===== config.mk =====
export PLATFORM = sky130hd
export DESIGN_NAME = pipelined_adder_sub
export DESIGN_NICKNAME = d
export VERILOG_FILES = /design/src/rtl/pipelined_adder_sub.sv
export SDC_FILE = /design/constraint.sdc
export NUM_CORES = 1
export LEC_CHECK = 0
export BUFFER_PORTS_ARGS = -buffer_cell sky130_fd_sc_hd__buf_2
export CORE_ASPECT_RATIO = 0.8
export CORE_UTILIZATION = 52
export DETAILED_ROUTE_END_ITERATION = 8
export GPL_TIMING_DRIVEN = 1
export MAX_ROUTING_LAYER = met4
export PLACE_DENSITY = 0.76
export SETUP_SLACK_MARGIN = 0.4
export SLEW_MARGIN = 10
export SYNTH_ARGS = -nofsm -noshare
export SYNTH_HDL_FRONTEND = slang
export SYNTH_SLANG_ARGS = --single-unit
export TNS_END_PERCENT = 100

===== constraint.sdc =====
create_clock -name clk -period 2 [get_ports clk]
set_input_delay 0.3 -clock clk [delete_from_list [all_inputs] [get_ports clk]]
set_output_delay 0.3 -clock clk [all_outputs]
set_load 0.02 [all_outputs]

===== src/rtl/pipelined_adder_sub.sv =====
// ---------------------------------------------------------------------------
// pipelined_adder_sub
//   Parametrised, pipelined WIDTH-bit adder/subtractor. The operands are split
//   into STAGES equal segments of SEG = WIDTH/STAGES bits. Pipeline stage k
//   adds segment k and registers the segment sum together with the carry into
//   segment k+1. Below segment k the stage data holds resolved sum bits; above
//   it the data holds raw operand bits. The whole pipe advances or holds as a
//   unit, so a stalled consumer freezes every stage.
//
// Parameters
//   WIDTH   operand/result width, must be a multiple of STAGES
//   STAGES  pipeline depth = number of carry segments (1..WIDTH)
//
// Ports
//   clk        in   rising-edge clock
//   rst_n      in   asynchronous active-low reset
//   in_valid   in   operands/mode valid this cycle
//   in_ready   out  beat accepted when in_valid && in_ready
//   a, b       in   operands (WIDTH)
//   cin        in   carry-in, add mode only
//   sub        in   1: a - b (b inverted, carry-in forced to 1)
//   out_valid  out  result beat valid
//   out_ready  in   consumer accepts when out_valid && out_ready
//   sum        out  result modulo 2^WIDTH
//   cout       out  carry out of MSB (sub: 1 = no borrow)
//   ovf        out  signed overflow
//   zero       out  result is zero (qualified by out_valid)
// ---------------------------------------------------------------------------
module pipelined_adder_sub #(
  parameter int WIDTH  = 32,
  parameter int STAGES = 4
) (
  input  logic             clk,
  input  logic             rst_n,
  input  logic             in_valid,
  output logic             in_ready,
  input  logic [WIDTH-1:0] a,
  input  logic [WIDTH-1:0] b,
  input  logic             cin,
  input  logic             sub,
  output logic             out_valid,
  input  logic             out_ready,
  output logic [WIDTH-1:0] sum,
  output logic             cout,
  output logic             ovf,
  output logic             zero
);

  localparam int SEG = (STAGES > 0) ? (WIDTH / STAGES) : 1;

  generate
    if ((STAGES < 1) || (STAGES > WIDTH) || ((WIDTH % SEG) != 0) ||
        ((SEG * STAGES) != WIDTH)) begin : g_bad_params
      $error("pipelined_adder_sub: WIDTH must be a multiple of STAGES, STAGES in 1..WIDTH");
    end
  endgenerate

  // Pipeline advance: the only thing that can stop the pipe is a valid
  // result that the consumer refuses.
  logic adv;

  // Effective operand B and carry into segment 0.
  logic [WIDTH-1:0] b_eff;
  logic             c0;

  // Stage registers.
  logic             v_q  [STAGES];
  logic [WIDTH-1:0] x_q  [STAGES];  // resolved sum bits below/at k, raw a above
  logic [WIDTH-1:0] y_q  [STAGES];  // raw b_eff bits
  logic             c_q  [STAGES];  // carry out of segment k
  logic             am_q [STAGES];  // a[MSB], kept for overflow
  logic             bm_q [STAGES];  // b_eff[MSB], kept for overflow

  // Next-state values for each stage.
  logic             v_d  [STAGES];
  logic [WIDTH-1:0] x_d  [STAGES];
  logic [WIDTH-1:0] y_d  [STAGES];
  logic             c_d  [STAGES];
  logic             am_d [STAGES];
  logic             bm_d [STAGES];

  // Per-stage sources: stage 0 reads the ports, stage k reads stage k-1.
  logic [WIDTH-1:0] sx [STAGES];
  logic [WIDTH-1:0] sy [STAGES];
  logic             sc [STAGES];

  always_comb begin
    b_eff = sub ? ~b : b;
    c0    = sub ? 1'b1 : cin;
  end

  assign adv      = !(out_valid && !out_ready);
  assign in_ready = adv;

  always_comb begin
    logic [SEG:0] seg_r;
    seg_r = '0;
    for (int unsigned k = 0; k < STAGES; k++) begin
      sx[k]   = '0;
      sy[k]   = '0;
      sc[k]   = 1'b0;
      v_d[k]  = 1'b0;
      am_d[k] = 1'b0;
      bm_d[k] = 1'b0;
      x_d[k]  = '0;
      y_d[k]  = '0;
      c_d[k]  = 1'b0;
    end

    sx[0]   = a;
    sy[0]   = b_eff;
    sc[0]   = c0;
    v_d[0]  = in_valid;
    am_d[0] = a[WIDTH-1];
    bm_d[0] = b_eff[WIDTH-1];
    for (int unsigned k = 1; k < STAGES; k++) begin
      sx[k]   = x_q[k-1];
      sy[k]   = y_q[k-1];
      sc[k]   = c_q[k-1];
      v_d[k]  = v_q[k-1];
      am_d[k] = am_q[k-1];
      bm_d[k] = bm_q[k-1];
    end

    // Each stage resolves only its own segment; all other bits pass through.
    for (int unsigned k = 0; k < STAGES; k++) begin
      seg_r = {1'b0, sx[k][k*SEG +: SEG]} + {1'b0, sy[k][k*SEG +: SEG]}
            + {{SEG{1'b0}}, sc[k]};
      x_d[k]               = sx[k];
      x_d[k][k*SEG +: SEG] = seg_r[SEG-1:0];
      y_d[k]               = sy[k];
      c_d[k]               = seg_r[SEG];
    end
  end

  always_ff @(posedge clk or negedge rst_n) begin
    if (!rst_n) begin
      for (int unsigned k = 0; k < STAGES; k++) begin
        v_q[k]  <= 1'b0;
        x_q[k]  <= '0;
        y_q[k]  <= '0;
        c_q[k]  <= 1'b0;
        am_q[k] <= 1'b0;
        bm_q[k] <= 1'b0;
      end
    end else if (adv) begin
      for (int unsigned k = 0; k < STAGES; k++) begin
        v_q[k]  <= v_d[k];
        x_q[k]  <= x_d[k];
        y_q[k]  <= y_d[k];
        c_q[k]  <= c_d[k];
        am_q[k] <= am_d[k];
        bm_q[k] <= bm_d[k];
      end
    end
  end

  // The final stage register is the output register.
  assign out_valid = v_q[STAGES-1];
  assign sum       = x_q[STAGES-1];
  assign cout      = c_q[STAGES-1];
  assign ovf       = (am_q[STAGES-1] == bm_q[STAGES-1]) &&
                     (sum[WIDTH-1] != am_q[STAGES-1]);
  // Qualified by out_valid so that an empty (reset) pipe reports zero = 0.
  assign zero      = out_valid && (sum == '0);

  // Operand B has no consumer once the last segment is resolved.
  logic unused_last_y;
  assign unused_last_y = ^y_q[STAGES-1];

endmodule

==> summary.txt <==
Final layout
  • Fin cells: 1302
  • Commonest non-fill, non-tap cell in the layout: nand2_1
  • Final instance area: 10640 um2
  • Share of cells above drive strength 1: 0.2274
  • Final Util: 0.6733
  • Area used by multi-input combinational logic: 3769 um2
  • Register area: 4654 um2
  • Synth-to-layout area growth: 26.35%
  • Leading cell types in the layout, fill and taps excluded: nand2_1 (435), dfrtp_1 (186), buf_2 (101), buf_4 (39), o21ai_0 (36)
  • Filler instances: 1243
  • Nets: 1180

Die
  • Die height: 115.8 um
  • CORE AREA: 15800 um2
  • Core Rows: 41
  • IO Pins: 107
  • DIE AREA: 16710 um2
  • Die W: 144.3 um
  • Starting Density: 0.5329

Synth
  • Synth Area in Compound Gates: 0.08411
  • Synth Area in XOR/XNOR: 0.04785
  • Unique cell type count in the Yosys netlist: 39
  • Post-synth net total: 1034
  • Register area share after synthesis: 0.5528
  • Synth async-reset ratio: 1.000
  • Post-synth top area cell: dfrtp_1
  • EDFF count, synth: 0
  • Main combinational cell family by area after synthesis: simple AND/OR/NAND/NOR gates
  • Post-Synth Adder-Cell Area: 0.06063
  • Yosys reg bits: 186
  • Cell area after synthesis: 8419 um2
  • Post-synthesis cell count: 928
  • Syn_area_per_cell: 9.073 um2
  • Simple logic cell fraction of the synthesized area: 0.2265
  • Area contributors post-synth: dfrtp_1 (55%), nand2_1 (19%), ha_1 (4.2%), o21ai_0 (3.5%), xnor2_1 (2.8%)
  • Dominant synthesized flop cell: dfrtp_1
  • Mux share of post-synthesis cell area: 0
  • Post-synth top area share: 0.5528
  • Synth Warn #: 0

Worst setup path
  • R2r setup slk: -90 ps
  • Reg2Reg Depth: 7
  • CP arrival: 2410 ps
  • Crit Path Class: flip-flop to flip-flop
  • Required time of the worst setup path: 2320 ps
  • Worst R2R End: sx[46]
  • Worst r2r src: sy[72]
  • CP Max Fanout: 2
  • Critical path launch point type: flip-flop
  • CP endpoint kind: flip-flop

Timing
  • Period utilisation layout: 1.044
  • Post-Route Skew: 9.096 ps
  • Final hold vios: 0
  • Setup_tns: -373.9 ps
  • RSZ-0062 raised after global routing: true
  • Peak Freq: 0.4790 GHz
  • Least-Margin Pin Slew: 526.8 ps
  • Setup Viol. Count Final: 7
  • Slew headroom: 0.6488
  • Slew Limit Fails: 0
  • Worst setup margin: -87.82 ps
  • Minimum clock period: 2088 ps

Routing
  • Routed via count: 6689
  • Drt first pass iters: 5
  • Initial DRC count: 444
  • DR vias/cell: 5.137
  • Final ANT Viol Nets: 0
  • DRC: 0
  • Wire per inst: 15.38 um
  • Post-Route WL: 20.03 mm

Clock network
  • Sinks on Clock Net: 186
  • Maximum root-to-sink buffer count: 2
  • # H-tree levels: 4
  • TritonCTS clock tree: done
  • CTS buffer count: 17
  • Worst-Skew Late Latency: 430 ps
  • Clock root buffer master: clkbuf_16
  • Clk slew on worst S/H paths: 70 ps

Min path
  • Hold crit path type: input pin to flip-flop
  • Hold EP: sx[77]
  • Worst hold path startpoint: a[13]
  • Hold depth: 3

Flow run
  • Max Cap Viol: 0

Status
  • Failing checks: negative setup slack
  • Status: complete, but fails checks

Place
  • Post-DP HPWL: 12.30 mm
  • DP Worst Slack: -250.6 ps
  • Placed cell count: 1232
  • GP Congestion: 0.9022
  • Post-Place Cell Area: 9369 um2
  • IO buf count: 106

Global route
  • Largest net degree at the start of global routing: 73
  • Number of global-route vias before repair: 6033
  • Overflow left after global routing: 0
  • Initial antenna violation count: 1
  • First-pass GRT wire length: 30.30 mm
  • Total GRT Usage: 0.2479

Power and ir drop
  • Leak: 5.393 nW
  • VDD IR max: 0.8541 mV
  • Pwr/cell area: 1684 nW/um2
-- flip-flops by register name, indices dropped and copies added, names as in the netlist --
| register | count |
|---|---|
| c_q | 3 |
| out_valid | 1 |
| sx | 96 |
| sy | 48 |
| cout | 1 |
| v_d | 3 |
| am_q | 1 |
| sum | 32 |
| bm_q | 1 |
-- synth_stat cells (all sizes together) (6+ instances only) --
library cell,instances
dfrtp,186
a21o,9
fa,8
clkbuf,22
nor4,6
a211oi,10
nand2,436
a21oi,16
xnor2,27
nor3,9
ha,28
xor2,19
nor2,18
inv,11
buf,22
o21ai,59
-- where the power goes --
part	switching (W)	internal [W]	leakage, nW
Combinational	0.00429	0.00344	2.85
Clock	0.00142	0.00211	0.299
Sequential	0.00119	0.00545	2.25
-- critical path, stage by stage, from the launching register on --
cell and delay [ps]:
dfrtp_1 410, fa_2 420, fa_2 350, a21o_1 190
a221oi_2 270, buf_4 160, xnor2_1 100, a21oi_1 80
-- worst max-delay path by stage --
stage	startpoint	to	slack, ps
final	sy[72]	sx[46]	-90
after floorplan	sub	c_q[3]	-290
after global routing	sy[72]	c_q[2]	-210
after global placement	sub	sx[70]	-190
after detailed placement	sub	sx[71]	-250
after CTS	sy[72]	sx[46]	-50
-- through the flow --
stage | hold WS [ps] | power [W]
after floorplan | 4.409 | 0.01082
after global placement | 300.2 | 0.01256
after detailed placement | 302.1 | 0.01278
after CTS | 49.68 | 0.01716
after global routing | 65.99 | 0.01914
final | 56.80 | 0.01791
-- per-layer routing --
layer  GRT usage  wire (um)
met2      0.3568       8985
met1      0.3619       9897
met3     0.04380        847
met4     0.06877        297
met5           -          0
-- cell type report --
cell class	instances	area share
Antenna cell	1	0.0002352
Clock buffer	19	0.04164
Clock inverter	12	0.01623
Inverter	11	0.004587
Multi-Input combinational cell	687	0.3543
Sequential cell	186	0.4375
Tap cell	215	0.02529
Timing Repair Buffer	170	0.1196
Timing Repair inverter	1	0.0005881
-- timing repair --
item                                    CTS  global route
endpoints found under the hold margin    50             0
buffers inserted                         23             8
hold buffers                              1             0
pin swaps                                37            23
gates resized for setup                  46            27
endpoints found under the setup margin   27           103
cloned                                    2             4
-- cell families (layout without fill, tap and decap cells) --
group	after synthesis	after routing
adders and majority gates	36	36
other	0	1
and+or+nand+nor	487	487
AOI/OAI and AO/OA	118	118
DFF	186	186
xor gates and xnor gates	46	46
buffers and inverters	55	213
Power figures use the tool's default switching activity.
